===== config.mk =====
export PLATFORM = sky130hd
export DESIGN_NAME = ex_stage
export DESIGN_NICKNAME = d
export VERILOG_FILES = /design/src/rtl/ex_stage.sv
export SDC_FILE = /design/constraint.sdc
export NUM_CORES = 1
export LEC_CHECK = 0
export CORE_ASPECT_RATIO = 1.5
export CORE_MARGIN = 4
export CORE_UTILIZATION = 45
export DETAILED_ROUTE_END_ITERATION = 12
export PLACE_DENSITY = 0.68
export SETUP_SLACK_MARGIN = 0.5
export SYNTH_ARGS = -nofsm -noshare
export SYNTH_HDL_FRONTEND = slang
export SYNTH_SLANG_ARGS = --single-unit

===== constraint.sdc =====
create_clock -name clk -period 6.1 [get_ports clk]
set_input_delay 1.22 -clock clk [delete_from_list [all_inputs] [get_ports clk]]
set_output_delay 1.22 -clock clk [all_outputs]
set_load 0.01 [all_outputs]

===== src/rtl/ex_stage.sv =====
// ---------------------------------------------------------------------------
// ex_stage -- execute stage of the 16-bit pipeline.
//
// Resolves operand forwarding (EX/MEM first, then MEM/WB), computes the ALU
// result and owns the EX/MEM pipeline register. MUL is a 17-cycle iterative
// shift-add operation that holds the upstream stages through ex_stall.
//
// Ports
//   clk, rst                 clock, asynchronous active-high reset
//   flush                    kill the instruction in EX (aborts a running MUL)
//   ex_*                     ID/EX register contents (controls, operands, indices)
//   wb_reg_write/wb_rd/wb_data  MEM/WB forwarding source
//   ex_stall                 combinational hold request for IF/ID and ID/EX
//   mem_*                    EX/MEM register outputs (feed the MEM stage)
//   dbg_state                MUL FSM state (0 = IDLE, 1 = BUSY)
//   dbg_count                MUL iteration counter
//
// Handshake: there is no valid/ready pair here. ex_stall is the only flow
// control: while it is high the upstream registers must hold, and EX/MEM
// receives a bubble on that edge. When it is low, EX/MEM captures the
// instruction currently in EX on the next rising edge.
// ---------------------------------------------------------------------------
module ex_stage #(
  parameter int DATA_W     = 16,
  parameter int MUL_CYCLES = 16
) (
  input  logic              clk,
  input  logic              rst,
  input  logic              flush,
  input  logic              ex_reg_write,
  input  logic              ex_mem_read,
  input  logic              ex_mem_write,
  input  logic              ex_mem_to_reg,
  input  logic              ex_alu_src,
  input  logic [3:0]        ex_alu_op,
  input  logic [1:0]        ex_reg_dst,
  input  logic [DATA_W-1:0] ex_pc,
  input  logic [DATA_W-1:0] ex_reg1_data,
  input  logic [DATA_W-1:0] ex_reg2_data,
  input  logic [2:0]        ex_rs,
  input  logic [2:0]        ex_rt,
  input  logic [2:0]        ex_rd,
  input  logic [5:0]        ex_imm,
  input  logic              wb_reg_write,
  input  logic [2:0]        wb_rd,
  input  logic [DATA_W-1:0] wb_data,
  output logic              ex_stall,
  output logic              mem_reg_write,
  output logic              mem_mem_read,
  output logic              mem_mem_write,
  output logic              mem_mem_to_reg,
  output logic [DATA_W-1:0] mem_alu_result,
  output logic [DATA_W-1:0] mem_store_data,
  output logic [2:0]        mem_rd,
  output logic [DATA_W-1:0] mem_pc,
  output logic              dbg_state,
  output logic [3:0]        dbg_count
);

  localparam logic [3:0] OP_ADD   = 4'd0;
  localparam logic [3:0] OP_SUB   = 4'd1;
  localparam logic [3:0] OP_AND   = 4'd2;
  localparam logic [3:0] OP_OR    = 4'd3;
  localparam logic [3:0] OP_XOR   = 4'd4;
  localparam logic [3:0] OP_SLT   = 4'd5;
  localparam logic [3:0] OP_SLL   = 4'd6;
  localparam logic [3:0] OP_SRL   = 4'd7;
  localparam logic [3:0] OP_SRA   = 4'd8;
  localparam logic [3:0] OP_MUL   = 4'd9;
  localparam logic [3:0] OP_PASSB = 4'd10;

  localparam logic [3:0] LAST_CNT = 4'(MUL_CYCLES - 1);

  typedef enum logic {
    S_IDLE = 1'b0,
    S_BUSY = 1'b1
  } state_t;

  // FSM and multiplier state
  state_t              state_q, state_d;
  logic [3:0]          count_q, count_d;
  logic [DATA_W-1:0]   acc_q, acc_d;
  logic [DATA_W-1:0]   a_q, a_d;
  logic [DATA_W-1:0]   b_q, b_d;
  logic [DATA_W-1:0]   rt_q, rt_d;

  // EX/MEM register
  logic                mem_reg_write_q, mem_reg_write_d;
  logic                mem_mem_read_q, mem_mem_read_d;
  logic                mem_mem_write_q, mem_mem_write_d;
  logic                mem_mem_to_reg_q, mem_mem_to_reg_d;
  logic [DATA_W-1:0]   mem_alu_result_q, mem_alu_result_d;
  logic [DATA_W-1:0]   mem_store_data_q, mem_store_data_d;
  logic [2:0]          mem_rd_q, mem_rd_d;
  logic [DATA_W-1:0]   mem_pc_q, mem_pc_d;

  logic [DATA_W-1:0]   fwd_a;
  logic [DATA_W-1:0]   fwd_rt;
  logic [DATA_W-1:0]   op_b;
  logic [DATA_W-1:0]   alu_res;
  logic [DATA_W-1:0]   mul_term;
  logic [DATA_W-1:0]   mul_sum;
  logic [2:0]          dest_rd;
  logic                stall_raw;

  // -------------------------------------------------------------------------
  // Forwarding. r0 is hard-wired to zero, so an r0 source never forwards.
  // EX/MEM is the younger producer and therefore wins over MEM/WB.
  // -------------------------------------------------------------------------
  always_comb begin
    fwd_a = ex_reg1_data;
    if (ex_rs == 3'd0) begin
      fwd_a = '0;
    end else if (mem_reg_write_q && (mem_rd_q != 3'd0) && (mem_rd_q == ex_rs)) begin
      fwd_a = mem_alu_result_q;
    end else if (wb_reg_write && (wb_rd != 3'd0) && (wb_rd == ex_rs)) begin
      fwd_a = wb_data;
    end
  end

  always_comb begin
    fwd_rt = ex_reg2_data;
    if (ex_rt == 3'd0) begin
      fwd_rt = '0;
    end else if (mem_reg_write_q && (mem_rd_q != 3'd0) && (mem_rd_q == ex_rt)) begin
      fwd_rt = mem_alu_result_q;
    end else if (wb_reg_write && (wb_rd != 3'd0) && (wb_rd == ex_rt)) begin
      fwd_rt = wb_data;
    end
  end

  assign op_b = ex_alu_src ? {{(DATA_W-6){ex_imm[5]}}, ex_imm} : fwd_rt;

  // -------------------------------------------------------------------------
  // Single-cycle ALU. MUL yields 0 here; its result comes from the FSM.
  // -------------------------------------------------------------------------
  always_comb begin
    alu_res = '0;
    case (ex_alu_op)
      OP_ADD:   alu_res = fwd_a + op_b;
      OP_SUB:   alu_res = fwd_a - op_b;
      OP_AND:   alu_res = fwd_a & op_b;
      OP_OR:    alu_res = fwd_a | op_b;
      OP_XOR:   alu_res = fwd_a ^ op_b;
      OP_SLT:   alu_res = {{(DATA_W-1){1'b0}}, ($signed(fwd_a) < $signed(op_b))};
      OP_SLL:   alu_res = fwd_a << op_b[3:0];
      OP_SRL:   alu_res = fwd_a >> op_b[3:0];
      OP_SRA:   alu_res = $signed(fwd_a) >>> op_b[3:0];
      OP_PASSB: alu_res = op_b;
      default:  alu_res = '0;
    endcase
  end

  always_comb begin
    dest_rd = ex_rt;
    case (ex_reg_dst)
      2'b00:   dest_rd = ex_rt;
      2'b01:   dest_rd = ex_rd;
      2'b10:   dest_rd = 3'd7;
      default: dest_rd = 3'd0;
    endcase
  end

  // One shift-add step on the latched operands; truncation gives mod 2^16.
  assign mul_term = b_q[count_q] ? (a_q << count_q) : '0;
  assign mul_sum  = acc_q + mul_term;

  // -------------------------------------------------------------------------
  // Next-state logic. EX/MEM defaults to a bubble; every edge loads either
  // the instruction in EX or a bubble, so there is no hold path.
  // -------------------------------------------------------------------------
  always_comb begin
    state_d          = state_q;
    count_d          = count_q;
    acc_d            = acc_q;
    a_d              = a_q;
    b_d              = b_q;
    rt_d             = rt_q;
    stall_raw        = 1'b0;
    mem_reg_write_d  = 1'b0;
    mem_mem_read_d   = 1'b0;
    mem_mem_write_d  = 1'b0;
    mem_mem_to_reg_d = 1'b0;
    mem_alu_result_d = '0;
    mem_store_data_d = '0;
    mem_rd_d         = 3'd0;
    mem_pc_d         = '0;

    if (flush) begin
      // Bubble into EX/MEM, abort any MUL, no stall.
      state_d = S_IDLE;
      count_d = 4'd0;
    end else begin
      case (state_q)
        S_IDLE: begin
          if (ex_alu_op == OP_MUL) begin
            stall_raw = 1'b1;
            a_d       = fwd_a;
            b_d       = op_b;
            rt_d      = fwd_rt;
            acc_d     = '0;
            count_d   = 4'd0;
            state_d   = S_BUSY;
          end else begin
            mem_reg_write_d  = ex_reg_write;
            mem_mem_read_d   = ex_mem_read;
            mem_mem_write_d  = ex_mem_write;
            mem_mem_to_reg_d = ex_mem_to_reg;
            mem_alu_result_d = alu_res;
            mem_store_data_d = fwd_rt;
            mem_rd_d         = dest_rd;
            mem_pc_d         = ex_pc;
          end
        end
        S_BUSY: begin
          acc_d   = mul_sum;
          count_d = count_q + 4'd1;
          if (count_q == LAST_CNT) begin
            // Final term lands directly in EX/MEM with the MUL's controls,
            // which ID/EX has held steady throughout the stall.
            state_d          = S_IDLE;
            count_d          = 4'd0;
            mem_reg_write_d  = ex_reg_write;
            mem_mem_read_d   = ex_mem_read;
            mem_mem_write_d  = ex_mem_write;
            mem_mem_to_reg_d = ex_mem_to_reg;
            mem_alu_result_d = mul_sum;
            mem_store_data_d = rt_q;
            mem_rd_d         = dest_rd;
            mem_pc_d         = ex_pc;
          end else begin
            stall_raw = 1'b1;
          end
        end
        default: begin
          state_d = S_IDLE;
          count_d = 4'd0;
        end
      endcase
    end
  end

  // Reset is asynchronous, so the stall must drop with it, not at the edge.
  assign ex_stall = stall_raw & ~rst;

  always_ff @(posedge clk or posedge rst) begin
    if (rst) begin
      state_q          <= S_IDLE;
      count_q          <= 4'd0;
      acc_q            <= '0;
      a_q              <= '0;
      b_q              <= '0;
      rt_q             <= '0;
      mem_reg_write_q  <= 1'b0;
      mem_mem_read_q   <= 1'b0;
      mem_mem_write_q  <= 1'b0;
      mem_mem_to_reg_q <= 1'b0;
      mem_alu_result_q <= '0;
      mem_store_data_q <= '0;
      mem_rd_q         <= 3'd0;
      mem_pc_q         <= '0;
    end else begin
      state_q          <= state_d;
      count_q          <= count_d;
      acc_q            <= acc_d;
      a_q              <= a_d;
      b_q              <= b_d;
      rt_q             <= rt_d;
      mem_reg_write_q  <= mem_reg_write_d;
      mem_mem_read_q   <= mem_mem_read_d;
      mem_mem_write_q  <= mem_mem_write_d;
      mem_mem_to_reg_q <= mem_mem_to_reg_d;
      mem_alu_result_q <= mem_alu_result_d;
      mem_store_data_q <= mem_store_data_d;
      mem_rd_q         <= mem_rd_d;
      mem_pc_q         <= mem_pc_d;
    end
  end

  assign mem_reg_write  = mem_reg_write_q;
  assign mem_mem_read   = mem_mem_read_q;
  assign mem_mem_write  = mem_mem_write_q;
  assign mem_mem_to_reg = mem_mem_to_reg_q;
  assign mem_alu_result = mem_alu_result_q;
  assign mem_store_data = mem_store_data_q;
  assign mem_rd         = mem_rd_q;
  assign mem_pc         = mem_pc_q;
  assign dbg_state      = (state_q == S_BUSY);
  assign dbg_count      = count_q;

endmodule

== Yosys cells after proc, flatten, opt, wreduce, memory -nomap -nowiden ==
Cells that the tools add are included.
Storage, ports and cells
  bits in registers: 124
  bits of input ports: 97
  output and inout port bits: 61
  word-level logic and storage cells: 118
Operators by class
  add/subtract/negate cells: 4
  magnitude comparators: 2
  equal/unequal tests: 19
  shift operators: 4
  multiplexer cells: 54
  bitwise operators: 7
  reduce and logical (&&, ||, !) cells: 14
Operators with widths (count)
  $mux 16: 18
  $pmux 16 s10: 1
  $pmux 16 s2: 4
  $add 16x16->16: 2
  $shl 16x4->16: 2
  $and 16x16->16: 1
  $eq 4x3->1 const B: 4
  $eq 4x4->1 const B: 4
  $lt 16x16->1: 1
  $mux 1: 16
  $or 16x16->16: 1
  $shr 16x4->16: 1
  $sshr 16x4->16: 1
  $sub 16x16->16: 1
  $xor 16x16->16: 1
  $eq 3x3->1: 4
  $mux 4: 3
  $pmux 1 s2: 5
  $mux 3: 3
  $pmux 3 s3: 1
  $eq 4x2->1 const B: 2
  $pmux 4 s2: 1
  $logic_and 1x1->1: 6
  $logic_not 3->1: 2
  16 further kinds: 19

== Logic depth before layout (Yosys ltp) ==
Gate-level depths: netlist of run 1.
  word-level depth: 12
  gate-level depth with buffers: 21

== Worst setup path after synthesis of run 1 ==
OpenSTA, ideal clock, no wires.
  kind: input -> register
  from: input port wb_reg_write
  to: register mem_alu_result_q[0] (netlist: mem_alu_result[0])
  library setup time: 0.104 ns
  arrival time: 5.176 ns
  required time: 5.996 ns
  path slack: 0.821 ns
  stages on the path: 21
  buffers on the path: 3
  cells stage by stage: clkbuf_1 > clkbuf_1 > nand2_1 > nor2_1 > mux2i_1 > o21ai_0 > a21oi_1 > inv_1 > ha_1 > clkbuf_1 > inv_1 > a21oi_1 > o21bai_1 > a21oi_1 > o21ai_0 > a21oi_1 > o21ai_0 > a211o_1 > a41oi_1 > a311oi_1 > a221oi_1
Between the ends
  cells in the longest elaborated chain, start to end: 11
  elaborated cells between the ends (all ways): 23
RTL lines
  start, declared: RTL line 44  | input logic wb_reg_write,
  $logic_and 1x1->1 (2 in series): RTL line 127  | end else if (wb_reg_write && (wb_rd != 3'd0) && (wb_rd == ex_rt)) begin
  $mux 16: RTL line 127
  $mux 16: RTL line 125  | end else if (mem_reg_write_q && (mem_rd_q != 3'd0) && (mem_rd_q == ex_rt)) begin
  $mux 16: RTL line 123  | if (ex_rt == 3'd0) begin
  $mux 16: RTL line 132  | assign op_b = ex_alu_src ? {{(DATA_W-6){ex_imm[5]}}, ex_imm} : fwd_rt;
  via op_b[9]: RTL line 99  | logic [DATA_W-1:0] op_b;
  $lt 16x16->1: RTL line 145  | OP_SLT: alu_res = {{(DATA_W-1){1'b0}}, ($signed(fwd_a) < $signed(op_b))};
  $pmux 16 s10: RTL line 139  | case (ex_alu_op)
  $mux 16: RTL line 196  | if (ex_alu_op == OP_MUL) begin
  $pmux 16 s2: RTL line 194  | case (state_q)
  $mux 16: RTL line 189  | if (flush) begin
  via mem_alu_result_d[0]: RTL line 92  | logic [DATA_W-1:0] mem_alu_result_q, mem_alu_result_d;
  end signal, assigned: RTL line 273  | mem_alu_result_q <= mem_alu_result_d;
  end, declared: RTL line 92
The timed path passes the listed nets, and every way through them passes these cells.
A chain may end at the register's enable or synchronous reset.

== Worst setup path after layout of run 1 ==
  from: input port ex_rs[1]
  to: register mem_alu_result_q[15] (netlist: mem_alu_result[15])
Between the ends
  cells in the longest elaborated chain, start to end: 10
  elaborated cells between the ends (all ways): 20
RTL lines
  start, declared: RTL line 40  | input logic [2:0] ex_rs,
  $eq 3x3->1: RTL line 116  | end else if (wb_reg_write && (wb_rd != 3'd0) && (wb_rd == ex_rs)) begin
  $logic_and 1x1->1: RTL line 116
  $mux 16: RTL line 116
  $mux 16: RTL line 114  | end else if (mem_reg_write_q && (mem_rd_q != 3'd0) && (mem_rd_q == ex_rs)) begin
  $mux 16 (*): RTL line 112  | if (ex_rs == 3'd0) begin
  via fwd_a[13]: RTL line 97  | logic [DATA_W-1:0] fwd_a;
  $sub 16x16->16, or another cell as far along: RTL line 141  | OP_SUB: alu_res = fwd_a - op_b;
  $pmux 16 s10 (*): RTL line 139
  $mux 16 (*): RTL line 196
  $pmux 16 s2 (*): RTL line 194
  $mux 16 (*): RTL line 189
  via mem_alu_result_d[15]: RTL line 92
Mark *: on every way through the listed nets, which the timed path passes. The rest lies on a longest branch.

==> impl_metrics.toml, run 1 <==
[placed_design]
dp_slack_ns = 0.00002531
place_inst = 1937
port_buffers = 157
gp_congestion = 1.073
hpwl_um = 39910

[routing]
wirelength_um = 50470
vias_per_cell = 6.436
wire_per_inst_um = 25.57
vias = 12705
drt_iter0_drc = 1569
ant_nets = 0
drcViolationCount = 0
dr.pass1.iters = 9

[synthesis]
async_reset_ff_share_pct = 100.0
synth_warnings = 0
ys_seq_area_share_pct = 26.82
ys_ff_latch = 124
syn_area_um2 = 11570
syn_inst = 1455
synth_edf_count = 0
synth_top_flop_cell = "dfrtp_1"
synthDistinctLibCells = 96
syn_avg_cell_area_um2 = 7.952
synth_fp_nets = 1616

[timing]
rsz0062_at_grt = "true"
fmax_mhz = 183.4
fin_setup_tns_ns = 0
finClkSkew_ns = 0.01064
layout_min_cycle_time_ns = 5.452
setup_violations = 0
fin_ws_ns = 0.6484
slew_headroom_pct = 43.84
final_max_slew_viol_count = 0
fin_crit_sh_pct = 89.37
worstMarginPinSlew_ns = 0.8424
hold_viol = 0

[worst_setup_path]
critPathKind = "input port to flip-flop"
critPathRequiredTime_ns = 6.38
crit_arrival_ns = 5.73
path_max_fanout = 10
end_kind = "flip-flop"
regToRegSetupSlack_ns = 0.90
r2r_cells = 16
max_stage_delay_ns = 0.50
start_kind = "input port"
crit_chain = "clkdlybuf4s50_1, or3b_1, a211o_1, o21ai_4, buf_12, mux2i_1, a21o_1, inv_1, ha_1, inv_1, o21ai_0, a21oi_1, nor4_1, o21ai_0, o2111ai_1, a31oi_1, nand3_1, a311o_1, a211oi_2, o22ai_1"
slowest_stage = "clkdlybuf4s50_1"

[floorplanning]
start_util_pct = 45.86
design.die.area_um2 = 28390
core_um2 = 25230
io_pins = 158
rows = 71
die_x_um = 138.9
die_h_um = 204.4

[cts]
clockRootBuffer = "clkbuf_16"
clock_sinks = 124
insertion_delay_ns = 0.43
clkTransAtPathRegs_ns = 0.06
htree_levels = 4
clockBufferDepth = 2
cts_inserted_buffers = 17
hold_buffers = 0
cts_tree = "done"

[pwr]
swShare_pct = 38.23
intPower_mw = 2.053
clockPowerShare_pct = 30.7
ir_worst_vdd_uv = 275.8
switchingPower_mw = 1.271
pwr-share-comb_pct = 38.9
seq_power_share_pct = 30.5
powerDensity_nw_per_um2 = 228.0
cellLeakagePower_nw = 6.293

[layout]
drive_gt1_share_pct = 12.15
n_antenna_cell = 0
fill_cells = 2379
syn_to_final_growth_pct = 25.98
fin_nets = 1794
fin_cells = 1974
seq_area_um2 = 3103
multi_input_area_um2 = 7866
utilization_pct = 57.77

[job]
cap_violations = 0

[worst_hold_path]
min_path_type = "flip-flop to flip-flop"
whs_path_depth = 2

[grt]
antenna_found_initial = 0
grt_pass1_vias = 12337
grt.overflow.total = 0
grt_pass1_wl_um = 75990
grt_start_max_net_pins = 66
gr-usage-all-layers_pct = 34.85

[run_status]
outcome = "completed"
## through the flow
step	power, mW	hold WS, ns	instance area [um2]
2_1_floorplan	1.759	0.4446	11570
3_3_place_gp	2.259	0.4569	13900
3_5_place_dp	2.269	0.4653	13900
4_1_cts	3.293	0.4789	14480
5_1_grt	3.470	0.5050	14580
6_report	3.323	0.4741	14580
## timing repair
item                                    in CTS  in global routing
setup buffers                                0                  5
cloned                                       0                  0
pin swaps                                    0                  2
endpoints found under the setup margin       1                 10
resized for setup                            1                 10
## critical path: cells and delay by family
kind	cells	cell delay [ns]
AOI/OAI and AO/OA	11	2.42
adders and majority gates	1	0.34
buffers and inverters	4	0.94
muxes	1	0.19
and+or+nand+nor	3	0.60
## layer usage
layer  up-vias  wire [um]  global-route usage (%)
met3       243       3844                   6.203
met1      5971      18160                   39.44
met2       744      23290                   56.83
li1       5747          -                       -
met4         0       5175                   29.44
met5         -          0                       0
## cell usage in the layout (no fill, tap or decap), types with 46 or more instances in the layout
cell / instances
mux2i_1: 64
nand3_1: 46
buf_4: 102
clkdlybuf4s50_1: 154
ha_1: 61
nand2_1: 154
a21oi_1: 77
inv_1: 57
dfrtp_1: 124
o21ai_0: 141
nor2_1: 123
## kinds of logic (layout without fill, tap and decap cells)
| logic type | Yosys count | in the layout | synth area share, % |
|---|---|---|---|
| adders and majority gates | 64 | 64 | 7.116 |
| muxes | 76 | 76 | 7.192 |
| DFF | 124 | 124 | 26.82 |
| buffers and inverters | 165 | 356 | 5.786 |
| and+or+nand+nor | 488 | 488 | 20.16 |
| AOI/OAI and AO/OA | 510 | 510 | 30.74 |
| xor gates and xnor gates | 28 | 28 | 2.185 |
## path summary, 6_finish.rpt
check	to	start
worst max-delay path	mem_alu_result[15]$_DFF_PP0_	ex_rs[1]
worst min-delay path	b_q[7]$_DFFE_PP0P_	b_q[7]$_DFFE_PP0P_
worst max register to register	mem_alu_result[10]$_DFF_PP0_	dbg_count[0]$_DFFE_PP0P_
worst min register to register	b_q[7]$_DFFE_PP0P_	b_q[7]$_DFFE_PP0P_
max in group asynchronous	mem_pc[11]$_DFF_PP0_	rst
min in group asynchronous	acc_q[0]$_DFFE_PP0P_	rst
## power by group through the flow
stage / combinational, mW / clock [mW] / sequential, mW
floorplan: 0.758 / 0 / 1.00
global placement: 1.24 / 0 / 1.02
detailed placement: 1.24 / 0 / 1.02
CTS: 1.25 / 1.03 / 1.01
global route: 1.39 / 1.06 / 1.02
finish: 1.29 / 1.02 / 1.01
## cells in the mapped netlist, types with 8 or more instances
master    count  area share [%]
xnor2_1      19             1.4
ha_1         61             6.6
clkbuf_1     74             2.4
a21o_1       12            0.78
nand2b_1     13            0.70
nand3_1      46             2.0
a211o_1      11            0.83
o21ai_0     144             6.2
nor2b_1       9            0.49
mux2i_1      64             5.5
xor2_1        8            0.61
nor4_1       10            0.54
a22oi_1       9            0.58
nor2_1      123             4.0
o21a_1       10            0.65
a211oi_1     34             2.2
buf_2        18            0.78
a22o_1       26             2.0
a31oi_1      18            0.97
and3_1        9            0.49
a221oi_1     16             1.2
inv_1        58             1.9
nor3_1       34             1.5
nand3b_1      8            0.52
dfrtp_1     124              27
or3_1        11            0.59
o22ai_1      12            0.65
nand2_1     155             5.0
o31ai_1      10            0.65
a21oi_1      78             3.4
and2_1       34             1.8
o211ai_1     26             1.7
## area by class of cell
cell class | count | share of cell area, %
Clock buffer | 18 | 2.944
Multi-Input combinational cell | 1166 | 53.97
Inverter | 64 | 1.665
Sequential cell | 124 | 21.29
Timing Repair Buffer | 260 | 16.22
Clock inverter | 14 | 1.090
Tap cell | 328 | 2.816
No activity file was read; power rests on OpenSTA's default activity.
==> inputs of run 2 (changes only) <==
--- a/config.mk
+++ b/config.mk
@@ -5,10 +5,10 @@
 export SDC_FILE = /design/constraint.sdc
 export NUM_CORES = 1
 export LEC_CHECK = 0
-export CORE_ASPECT_RATIO = 1.5
-export CORE_MARGIN = 4
+export CORE_ASPECT_RATIO = 2
 export CORE_UTILIZATION = 45
 export DETAILED_ROUTE_END_ITERATION = 12
+export HOLD_SLACK_MARGIN = 0.08
 export PLACE_DENSITY = 0.68
 export SETUP_SLACK_MARGIN = 0.5
 export SYNTH_ARGS = -nofsm -noshare
==> impl_metrics.toml, run 2 (synthesis results as in run 1) <==
[run_status]
outcome = "completed"

[cts]
clock_sinks = 124
htree_levels = 4
cts_tree = "done"
hold_buffers = 0
clockRootBuffer = "clkbuf_16"
clkTransAtPathRegs_ns = 0.05
clockBufferDepth = 2
insertion_delay_ns = 0.44
cts_inserted_buffers = 17

[layout]
final_cell_mix = "nand2_1, clkdlybuf4s50_1, o21ai_0"
syn_to_final_growth_pct = 29.09
fin_nets = 1826
drive_gt1_share_pct = 14.25
layout_commonest_cell = "nand2_1"

[timing]
rsz0062_at_grt = "false"
fin_crit_sh_pct = 89.26
fin_ws_ns = 0.6551
worstMarginPinSlew_ns = 1.071
final_max_slew_viol_count = 0
slew_headroom_pct = 28.44
layout_min_cycle_time_ns = 5.445
hold_viol = 0
fin_setup_tns_ns = 0
finClkSkew_ns = 0.01030
setup_violations = 0
fmax_mhz = 183.7

[worst_setup_path]
critPathRequiredTime_ns = 6.37
path_common_cell = "buf_4"
r2r_cells = 16
crit-reg2reg-launch = "dbg_count[0]$_DFFE_PP0P_"
path_max_fanout = 10
regToRegSetupSlack_ns = 1.03
end_kind = "flip-flop"
crit_arrival_ns = 5.71
crit_chain = "clkdlybuf4s15_1, or3b_1, a211o_4, o21ai_4, buf_4, mux2i_1, a21o_1, buf_4, ha_1, fa_1, o31a_1, o22a_2, o21ai_2, a41oi_2, a311oi_1, a221oi_2"
r2r-end = "mem_alu_result[9]$_DFF_PP0_"
critPathKind = "input port to flip-flop"
start_kind = "input port"
slowest_stage = "o31a_1"
max_stage_delay_ns = 0.46

[pwr]
cellLeakagePower_nw = 6.522
ir_worst_vdd_uv = 235.9
powerDensity_nw_per_um2 = 233.8

[worst_hold_path]
whs_path_depth = 2
hold_path_startpoint = "rt_q[10]$_DFFE_PP0P_"
min_path_type = "flip-flop to flip-flop"
min_to = "mem_store_data[10]$_DFF_PP0_"

[floorplanning]
die_h_um = 228.8
rows = 82
start_util_pct = 46.03
die_x_um = 115.4
design.die.area_um2 = 26390
core_um2 = 25140
io_pins = 158

[grt]
grt_start_max_net_pins = 64
grt_pass1_vias = 13029
antenna_found_initial = 0
grt_pass1_wl_um = 82200
grt.overflow.total = 0
gr-usage-all-layers_pct = 43.58

[routing]
drcViolationCount = 0
wire_per_inst_um = 28.23
ant_nets = 0
vias = 13061
dr.pass1.iters = 7
drt_iter0_drc = 1181
wirelength_um = 56860
vias_per_cell = 6.485

[job]
cap_violations = 0

[placed_design]
dp_slack_ns = -0.2015
hpwl_um = 45380
port_buffers = 157
gp_congestion = 1.056
## run 2: changes by cell type in the layout (fill, tap and decap cells not counted), moves of 2 or more
cell | previous run | this run
nor3_2 | 4 | 6
dlymetal6s2s_1 | 3 | 7
inv_6 | 5 | 3
nor3_1 | 32 | 30
bufinv_16 | 2 | 4
buf_4 | 102 | 134
clkdlybuf4s50_1 | 154 | 149
## run 2: how the worst max path moves through the flow
stage	start	slack [ns]	to
after floorplan	wb_reg_write	0.82	mem_alu_result[0]$_DFF_PP0_
after global placement	wb_rd[0]	-0.20	mem_alu_result[11]$_DFF_PP0_
after detailed placement	wb_rd[0]	-0.20	mem_alu_result[11]$_DFF_PP0_
after CTS	wb_rd[1]	0.49	mem_alu_result[11]$_DFF_PP0_
after global routing	wb_rd[0]	0.52	mem_alu_result[0]$_DFF_PP0_
final	wb_rd[0]	0.66	mem_alu_result[0]$_DFF_PP0_
## run 2: cell type report
| type | instances | area [um2] |
|---|---|---|
| fillers | 2341 | 10200 |
| multi-input cells | 1166 | 7924 |
| flip-flops and latches | 124 | 3103 |
| repair buffers | 292 | 2615 |
| clock buffers | 19 | 442.9 |
| well taps | 336 | 420.4 |
| inverters | 64 | 242.7 |
| clock inverters | 12 | 185.2 |
| diodes | 1 | 2.502 |
## run 2: layer usage
metal,wire length [um],track usage [%],up-vias
li1,-,-,5813
met1,18080,42.38,6194
met2,27300,72.74,767
met3,4257,8.406,287
met4,7226,46.10,0
met5,0,0,-
## run 2: worst max-delay path: cells and delay by family
family / cells / cell delay [ns]
AO/OA/AOI/OAI: 9 / 2.63
buffers and inverters: 3 / 0.67
adder cells (fa/ha/maj): 2 / 0.66
AND/OR/NAND/NOR: 1 / 0.44
multiplexers: 1 / 0.06
## run 2: per-stage QoR
step	util [%]	total power, mW	std cells	instance area, um2	hold slack, ns
2_1_floorplan	-	1.759	1455	11570	0.4446
3_5_place_dp	56.41	2.356	1979	14180	0.4668
4_1_cts	59.09	3.448	2010	14850	0.4803
6_report	59.42	3.492	2014	14940	0.4802
3_3_place_gp	56.41	2.347	1979	14180	0.4613
5_1_grt	59.41	3.616	2013	14930	0.4920
## run 2: report_power, final
part           switching (mW)  internal [mW]  leakage (nW)
registers              0.0915          0.926          1.64
clock network           0.390          0.696         0.304
logic                   0.837          0.552          4.58
total                    1.32           2.17          6.52
## run 2: repair_timing
action	CTS	global route
setup endpoints to repair	6	7
endpoints found under the hold margin	0	0
pin swaps	0	3
gates resized for setup	8	19
setup buffers	0	3
